### src/rtl/seg7_pkg.sv
// Seven-segment constants and parameter helpers shared by the digit counter
// and its decoder.
package seg7_pkg;

    // Active-low {g,f,e,d,c,b,a} patterns for hex digits 0..F.
    localparam logic [6:0] SEG_HEX [16] = '{
        7'b1000000, 7'b1111001, 7'b0100100, 7'b0110000,
        7'b0011001, 7'b0010010, 7'b0000010, 7'b1111000,
        7'b0000000, 7'b0010000, 7'b0001000, 7'b0000011,
        7'b1000110, 7'b0100001, 7'b0000110, 7'b0001110
    };

    localparam logic [6:0] SEG_BLANK = 7'b1111111;

    function automatic bit radix_legal(input int radix);
        return (radix == 10) || (radix == 16);
    endfunction

endpackage

### src/rtl/seg7_decoder.sv
// One 4-bit digit to an active-low seven-segment pattern.
module seg7_decoder
    import seg7_pkg::*;
(
    input  logic [3:0] digit,
    output logic [6:0] seg
);

    assign seg = SEG_HEX[digit];

endmodule

### src/rtl/updown_digit_counter.sv
// Multi-digit hex/BCD up/down counter with an internal tick divider,
// synchronous load, wrap pulse and per-digit seven-segment outputs.
module updown_digit_counter
    import seg7_pkg::*;
#(
    parameter int DIGITS   = 2,
    parameter int RADIX    = 16,
    parameter int TICK_DIV = 25000000
) (
    input  logic                  clock,
    input  logic                  reset,
    input  logic                  en,
    input  logic                  up,
    input  logic                  load,
    input  logic [4*DIGITS-1:0]   load_val,
    output logic [4*DIGITS-1:0]   count,
    output logic                  tick,
    output logic                  wrap,
    output logic [7*DIGITS-1:0]   seg
);

    localparam int              DIV_W    = (TICK_DIV > 2) ? $clog2(TICK_DIV) : 1;
    localparam logic [DIV_W-1:0] DIV_LAST = DIV_W'(TICK_DIV - 1);
    localparam logic [3:0]      D_MAX    = 4'(RADIX - 1);

    if (!radix_legal(RADIX) || TICK_DIV < 2 || DIGITS < 1 || DIGITS > 8) begin : g_bad_param
        $error("updown_digit_counter: illegal RADIX/TICK_DIV/DIGITS");
    end

    logic [DIV_W-1:0]    div;
    logic [DIGITS-1:0]   lim;
    logic [4*DIGITS-1:0] count_nxt;
    logic [4*DIGITS-1:0] load_clean;

    for (genvar i = 0; i < DIGITS; i++) begin : g_digit
        logic [3:0] d;
        logic [3:0] ld;
        logic       cin;

        assign d  = count[4*i +: 4];
        assign ld = load_val[4*i +: 4];

        // lim: this digit would roll over (up) or underflow (down) if stepped.
        assign lim[i] = up ? (d == D_MAX) : (d == 4'd0);

        if (i == 0) begin : g_lsd
            assign cin = 1'b1;
        end else begin : g_upper
            assign cin = &lim[i-1:0];
        end

        assign count_nxt[4*i +: 4] = !cin ? d :
                                     up   ? (lim[i] ? 4'd0  : d + 4'd1) :
                                            (lim[i] ? D_MAX : d - 4'd1);

        assign load_clean[4*i +: 4] = (ld > D_MAX) ? 4'd0 : ld;

        seg7_decoder u_dec (
            .digit (d),
            .seg   (seg[7*i +: 7])
        );
    end

    always_ff @(posedge clock or posedge reset) begin
        if (reset) begin
            div   <= '0;
            tick  <= 1'b0;
            count <= '0;
            wrap  <= 1'b0;
        end else begin
            tick <= (div == DIV_LAST);
            div  <= (div == DIV_LAST) ? '0 : div + 1'b1;
            if (load) begin
                count <= load_clean;
                wrap  <= 1'b0;
            end else if (tick && en) begin
                count <= count_nxt;
                wrap  <= &lim;
            end else begin
                wrap  <= 1'b0;
            end
        end
    end

endmodule

### config.mk
export PLATFORM = sky130hd
export DESIGN_NAME = updown_digit_counter
export DESIGN_NICKNAME = d
export VERILOG_FILES = /design/src/rtl/seg7_pkg.sv /design/src/rtl/seg7_decoder.sv /design/src/rtl/updown_digit_counter.sv
export SDC_FILE = /design/constraint.sdc
export NUM_CORES = 1
export LEC_CHECK = 0
export CAP_MARGIN = 5
export CORE_MARGIN = 10
export CORE_UTILIZATION = 28
export CTS_CLUSTER_SIZE = 8
export DETAILED_ROUTE_END_ITERATION = 16
export PLACE_DENSITY = 0.55
export SETUP_SLACK_MARGIN = 0.4
export SLEW_MARGIN = 0
export SYNTH_ARGS = -nofsm -noshare
export SYNTH_HDL_FRONTEND = slang
export SYNTH_SLANG_ARGS = --single-unit
### constraint.sdc
create_clock -name clock -period 4.15 [get_ports clock]
set_clock_uncertainty 0.1 [all_clocks]
set_input_delay 0.415 -clock clock [delete_from_list [all_inputs] [get_ports clock]]
set_output_delay 0.415 -clock clock [all_outputs]
set_load 0.005 [all_outputs]
==> results.sh <==
export IMPL_required_time_of_the_critical_path_ps=3630
export IMPL_rr_worst_depth=5
export IMPL_seqPwrFrac=0.406
export IMPL_crit_path_end_kind="primary output"
export IMPL_cts_htree_levels=2
export IMPL_count_of_flip_flops_with_a_built_in_enable_after_synthesis=0
export IMPL_timing_hold_worst_endpoint="div[0]$_DFF_PP0_"
export IMPL_post_synth_mux_area_share=0.0373
export IMPL_min_from="div[0]$_DFF_PP0_"
export IMPL_path_clk_slew_ps=80
export IMPL_global_route_wire_length_before_repair_mm=9.97
export IMPL_number_of_flip_flops_and_latches_in_the_synthesized_netlist=35
export IMPL_detail_route_antenna_nets=0
export IMPL_rsz0062_at_grt="no"
export IMPL_die_w_um=115
export IMPL_nNetsFinal=349
export IMPL_portbufs=36
export IMPL_hold_violations=0
export IMPL_proportion_of_synthesized_chip_area_in_sequential_cells=0.343
export IMPL_die_h_um=115
export IMPL_postSynthNetCount=323
export IMPL_antenna_cell_count=0
export IMPL_r2r_end="div[16]$_DFF_PP0_"
export IMPL_fp_row_count=34
export IMPL_detail_route_wirelength_mm=5.94
export IMPL_end_of_flow_core_utilization=0.353
export IMPL_gr_total_overflow=0
export IMPL_ys_warn_count=0
export IMPL_layout_worst_path_cycle_share=0.688
export IMPL_fin_ws_ps=1290
export IMPL_worst_hold_check_slack_ps=387
export IMPL_worst_slew_pin_tran_ps=1040
export IMPL_core_area_um2=8810
export IMPL_cap_violations=0
export IMPL_syn2layout_area_growth_pct=21.7
export IMPL_worst_slew_margin_rel=0.305
export IMPL_finalMaxSlewViolations=0
export IMPL_vias_per_cell=5.12
export IMPL_post_cts_setup_buffers=0
export IMPL_routed_via_count=2200
export IMPL_synthSimpleGateAreaFrac=0.245
export IMPL_synth_flop_cell="sky130_fd_sc_hd__dfrtp_1"
export IMPL_critical_path_max_fanout=11
export IMPL_cts_buffers=5
export IMPL_synth_compound_area_frac=0.199
export IMPL_comb_power_frac=0.201
export IMPL_floorplan_initialDensity=0.290
export IMPL_cts_hold_buf=0
export IMPL_status="completed"
export IMPL_critPathLaunchType="register"
export IMPL_cts_repair_resized=0
export IMPL_detail_route_iter0_violations=100
export IMPL_fmax_ghz=0.350
export IMPL_timing_rr_start="div[0]$_DFF_PP0_"
export IMPL_most_common_cell_after_layout_fill_and_taps_aside="sky130_fd_sc_hd__clkdlybuf4s50_1"
export IMPL_main_combinational_cell_family_by_area_after_synthesis="simple AND/OR/NAND/NOR gates"
export IMPL_post_synth_instance_area_um2=2550
export IMPL_grt_total_usage=0.0888
export IMPL_initial_antenna_violation_count=0
export IMPL_clkPwrFrac=0.393
export IMPL_syn_inst=295
export IMPL_synth_async_reset_ratio=1.00
export IMPL_clock_root_buffer="sky130_fd_sc_hd__clkbuf_8"
export IMPL_drt_pass1_iterations=4
export IMPL_setup_reg_to_reg_worst_slack_ps=1700
export IMPL_clock_tree_from_tritoncts="built"
export IMPL_synthAdderAreaFrac=0.0736
export IMPL_synth_xor_area_frac=0.0446
export IMPL_hold_depth=1
export IMPL_place_worst_setup_slack_ps=1600
export IMPL_tritoncts_num_sinks=35
export IMPL_worstPathArrival_ps=2340
export IMPL_layout_min_cycle_time_ps=2860
export IMPL_wl_per_cell_um=13.8
export IMPL_max_vdd_ir_drop_mv=0.136
export IMPL_timing_worst_setup_path_type="reg -> out"
export IMPL_clk_lat_worst_skew_ps=290
export IMPL_hpwlAfterDp_mm=4.21
export IMPL_drcViolationCount=0
export IMPL_cell_internal_pwr_uw=696
export IMPL_top_level_ports=37
export IMPL_swShare=0.255
export IMPL_power_static_leakage_nw=1.25
export IMPL_power_per_cell_area_nw_per_um2=301
export IMPL_net_switching_power_uw=239
export IMPL_share_of_post_route_cells_with_drive_strength_above_1=0.0901
export IMPL_timing_hold_worst_class="reg -> reg"
export IMPL_synth_cell_types=57
export IMPL_grt_pass1_vias=2032
export IMPL_design_die_area_um2=13300
export IMPL_grt_start_max_net_pins=36
export IMPL_synth_avg_cell_area_um2=8.65
export IMPL_most_common_layout_cells="sky130_fd_sc_hd__clkdlybuf4s50_1, sky130_fd_sc_hd__dfrtp_1, sky130_fd_sc_hd__nand2_1"
export IMPL_design_power_total_uw=935
export IMPL_setup_viol=0
export IMPL_clk_path_buf_depth=2
export IMPL_place_congestion=0.785
export IMPL_setup_tns_final_ps=0
-- registers in the layout, summed over array words and instances, names as in the netlist --
| signal | cells |
|---|---|
| count | 8 |
| tick | 1 |
| wrap | 1 |
| div | 25 |
-- power by group through the flow --
stage / Combinational (mW) / Sequential (mW) / Clock, mW
3_5_place_dp: 0.191 / 0.387 / 0
4_1_cts: 0.192 / 0.380 / 0.381
5_1_grt: 0.210 / 0.385 / 0.394
2_1_floorplan: 0.120 / 0.364 / 0
3_3_place_gp: 0.191 / 0.386 / 0
6_report: 0.188 / 0.380 / 0.368
-- stage by stage --
step / instances / instance area [um2]
6_report: 430 / 3110
5_1_grt: 430 / 3110
4_1_cts: 430 / 3110
3_5_place_dp: 422 / 2970
3_3_place_gp: 422 / 2970
2_1_floorplan: 295 / 2550
-- per-layer routing --
layer	wire length, um	track usage	share of wire	vias up
li1	-	-	-	1120
met1	2760	0.113	0.46	1027
met2	2730	0.145	0.46	49
met3	435	0.0279	0.073	4
met4	23	0.0194	0.0039	0
met5	0	0	0	-
-- worst max-delay path, cell delays in order (launching register included) --
cell and delay [ps]:
sky130_fd_sc_hd__dfrtp_1 510, sky130_fd_sc_hd__inv_1 160, sky130_fd_sc_hd__ha_1 240, sky130_fd_sc_hd__nor2b_1 80, sky130_fd_sc_hd__or3b_2 460, sky130_fd_sc_hd__o21ai_0 80, sky130_fd_sc_hd__clkdlybuf4s50_1 530
-- cell type report --
cell class                 count  area [um2]
multi-input combinational    227        1530
fill                         911        5700
clock inverter                 3        67.6
inverter                      14        52.6
clock buffer                   5        68.8
sequential                    35         876
timing repair buffer          38         375
tap                          108         135
-- how the worst max path moves through the flow --
stage / from / end / slack, ps / cells past startpoint
2_1_floorplan: count[0]$_DFFE_PP0P_ / count[5]$_DFFE_PP0P_ / 1860 / 7
3_3_place_gp: up / count[5]$_DFFE_PP0P_ / 1630 / 6
3_5_place_dp: count[4]$_DFFE_PP0P_ / seg[7] / 1600 / 6
4_1_cts: count[4]$_DFFE_PP0P_ / seg[7] / 1280 / 6
5_1_grt: count[4]$_DFFE_PP0P_ / seg[7] / 1150 / 6
6_report: count[5]$_DFFE_PP0P_ / seg[7] / 1290 / 6
-- Yosys cell counts (2+ instances only) --
master	count	share of area
sky130_fd_sc_hd__nand2b_1	4	0.0098
sky130_fd_sc_hd__and3_1	2	0.0049
sky130_fd_sc_hd__nand3_1	7	0.014
sky130_fd_sc_hd__o31ai_1	5	0.015
sky130_fd_sc_hd__mux2_2	2	0.0088
sky130_fd_sc_hd__or4_1	6	0.018
sky130_fd_sc_hd__nor4b_1	2	0.0069
sky130_fd_sc_hd__a22o_1	2	0.0069
sky130_fd_sc_hd__a221oi_1	2	0.0069
sky130_fd_sc_hd__dfrtp_1	35	0.34
sky130_fd_sc_hd__or4_4	2	0.0088
sky130_fd_sc_hd__o21bai_1	4	0.012
sky130_fd_sc_hd__or3_1	4	0.0098
sky130_fd_sc_hd__a21oi_1	24	0.047
sky130_fd_sc_hd__buf_6	2	0.0088
sky130_fd_sc_hd__a31o_2	2	0.0069
sky130_fd_sc_hd__or4b_2	2	0.0078
sky130_fd_sc_hd__clkbuf_1	10	0.015
sky130_fd_sc_hd__a21o_1	2	0.0059
sky130_fd_sc_hd__o22ai_1	2	0.0049
sky130_fd_sc_hd__nor3_1	6	0.012
sky130_fd_sc_hd__buf_1	4	0.0059
sky130_fd_sc_hd__nor2_1	18	0.026
sky130_fd_sc_hd__and2_1	3	0.0074
sky130_fd_sc_hd__a31oi_1	4	0.0098
sky130_fd_sc_hd__buf_2	2	0.0039
sky130_fd_sc_hd__or3b_2	4	0.014
sky130_fd_sc_hd__a2bb2oi_1	4	0.014
sky130_fd_sc_hd__mux2i_1	5	0.020
sky130_fd_sc_hd__nor4_1	3	0.0074
sky130_fd_sc_hd__inv_1	14	0.021
sky130_fd_sc_hd__nand4_1	7	0.017
sky130_fd_sc_hd__xor2_1	7	0.024
sky130_fd_sc_hd__xnor2_1	6	0.021
sky130_fd_sc_hd__ha_1	15	0.074
sky130_fd_sc_hd__nand2_1	27	0.040
sky130_fd_sc_hd__o21ai_0	20	0.039
sky130_fd_sc_hd__nor2b_1	6	0.015
-- kinds of logic (layout without fill, tap and decap cells) --
group / after synthesis / in the layout
AND/OR/NAND/NOR: 111 / 111
AO/OA/AOI/OAI: 80 / 80
flip-flops: 35 / 35
buffers and inverters: 33 / 60
adder cells (fa/ha/maj): 15 / 15
XOR/XNOR: 13 / 13
multiplexers: 8 / 8
(Power assumes the default switching activity.)
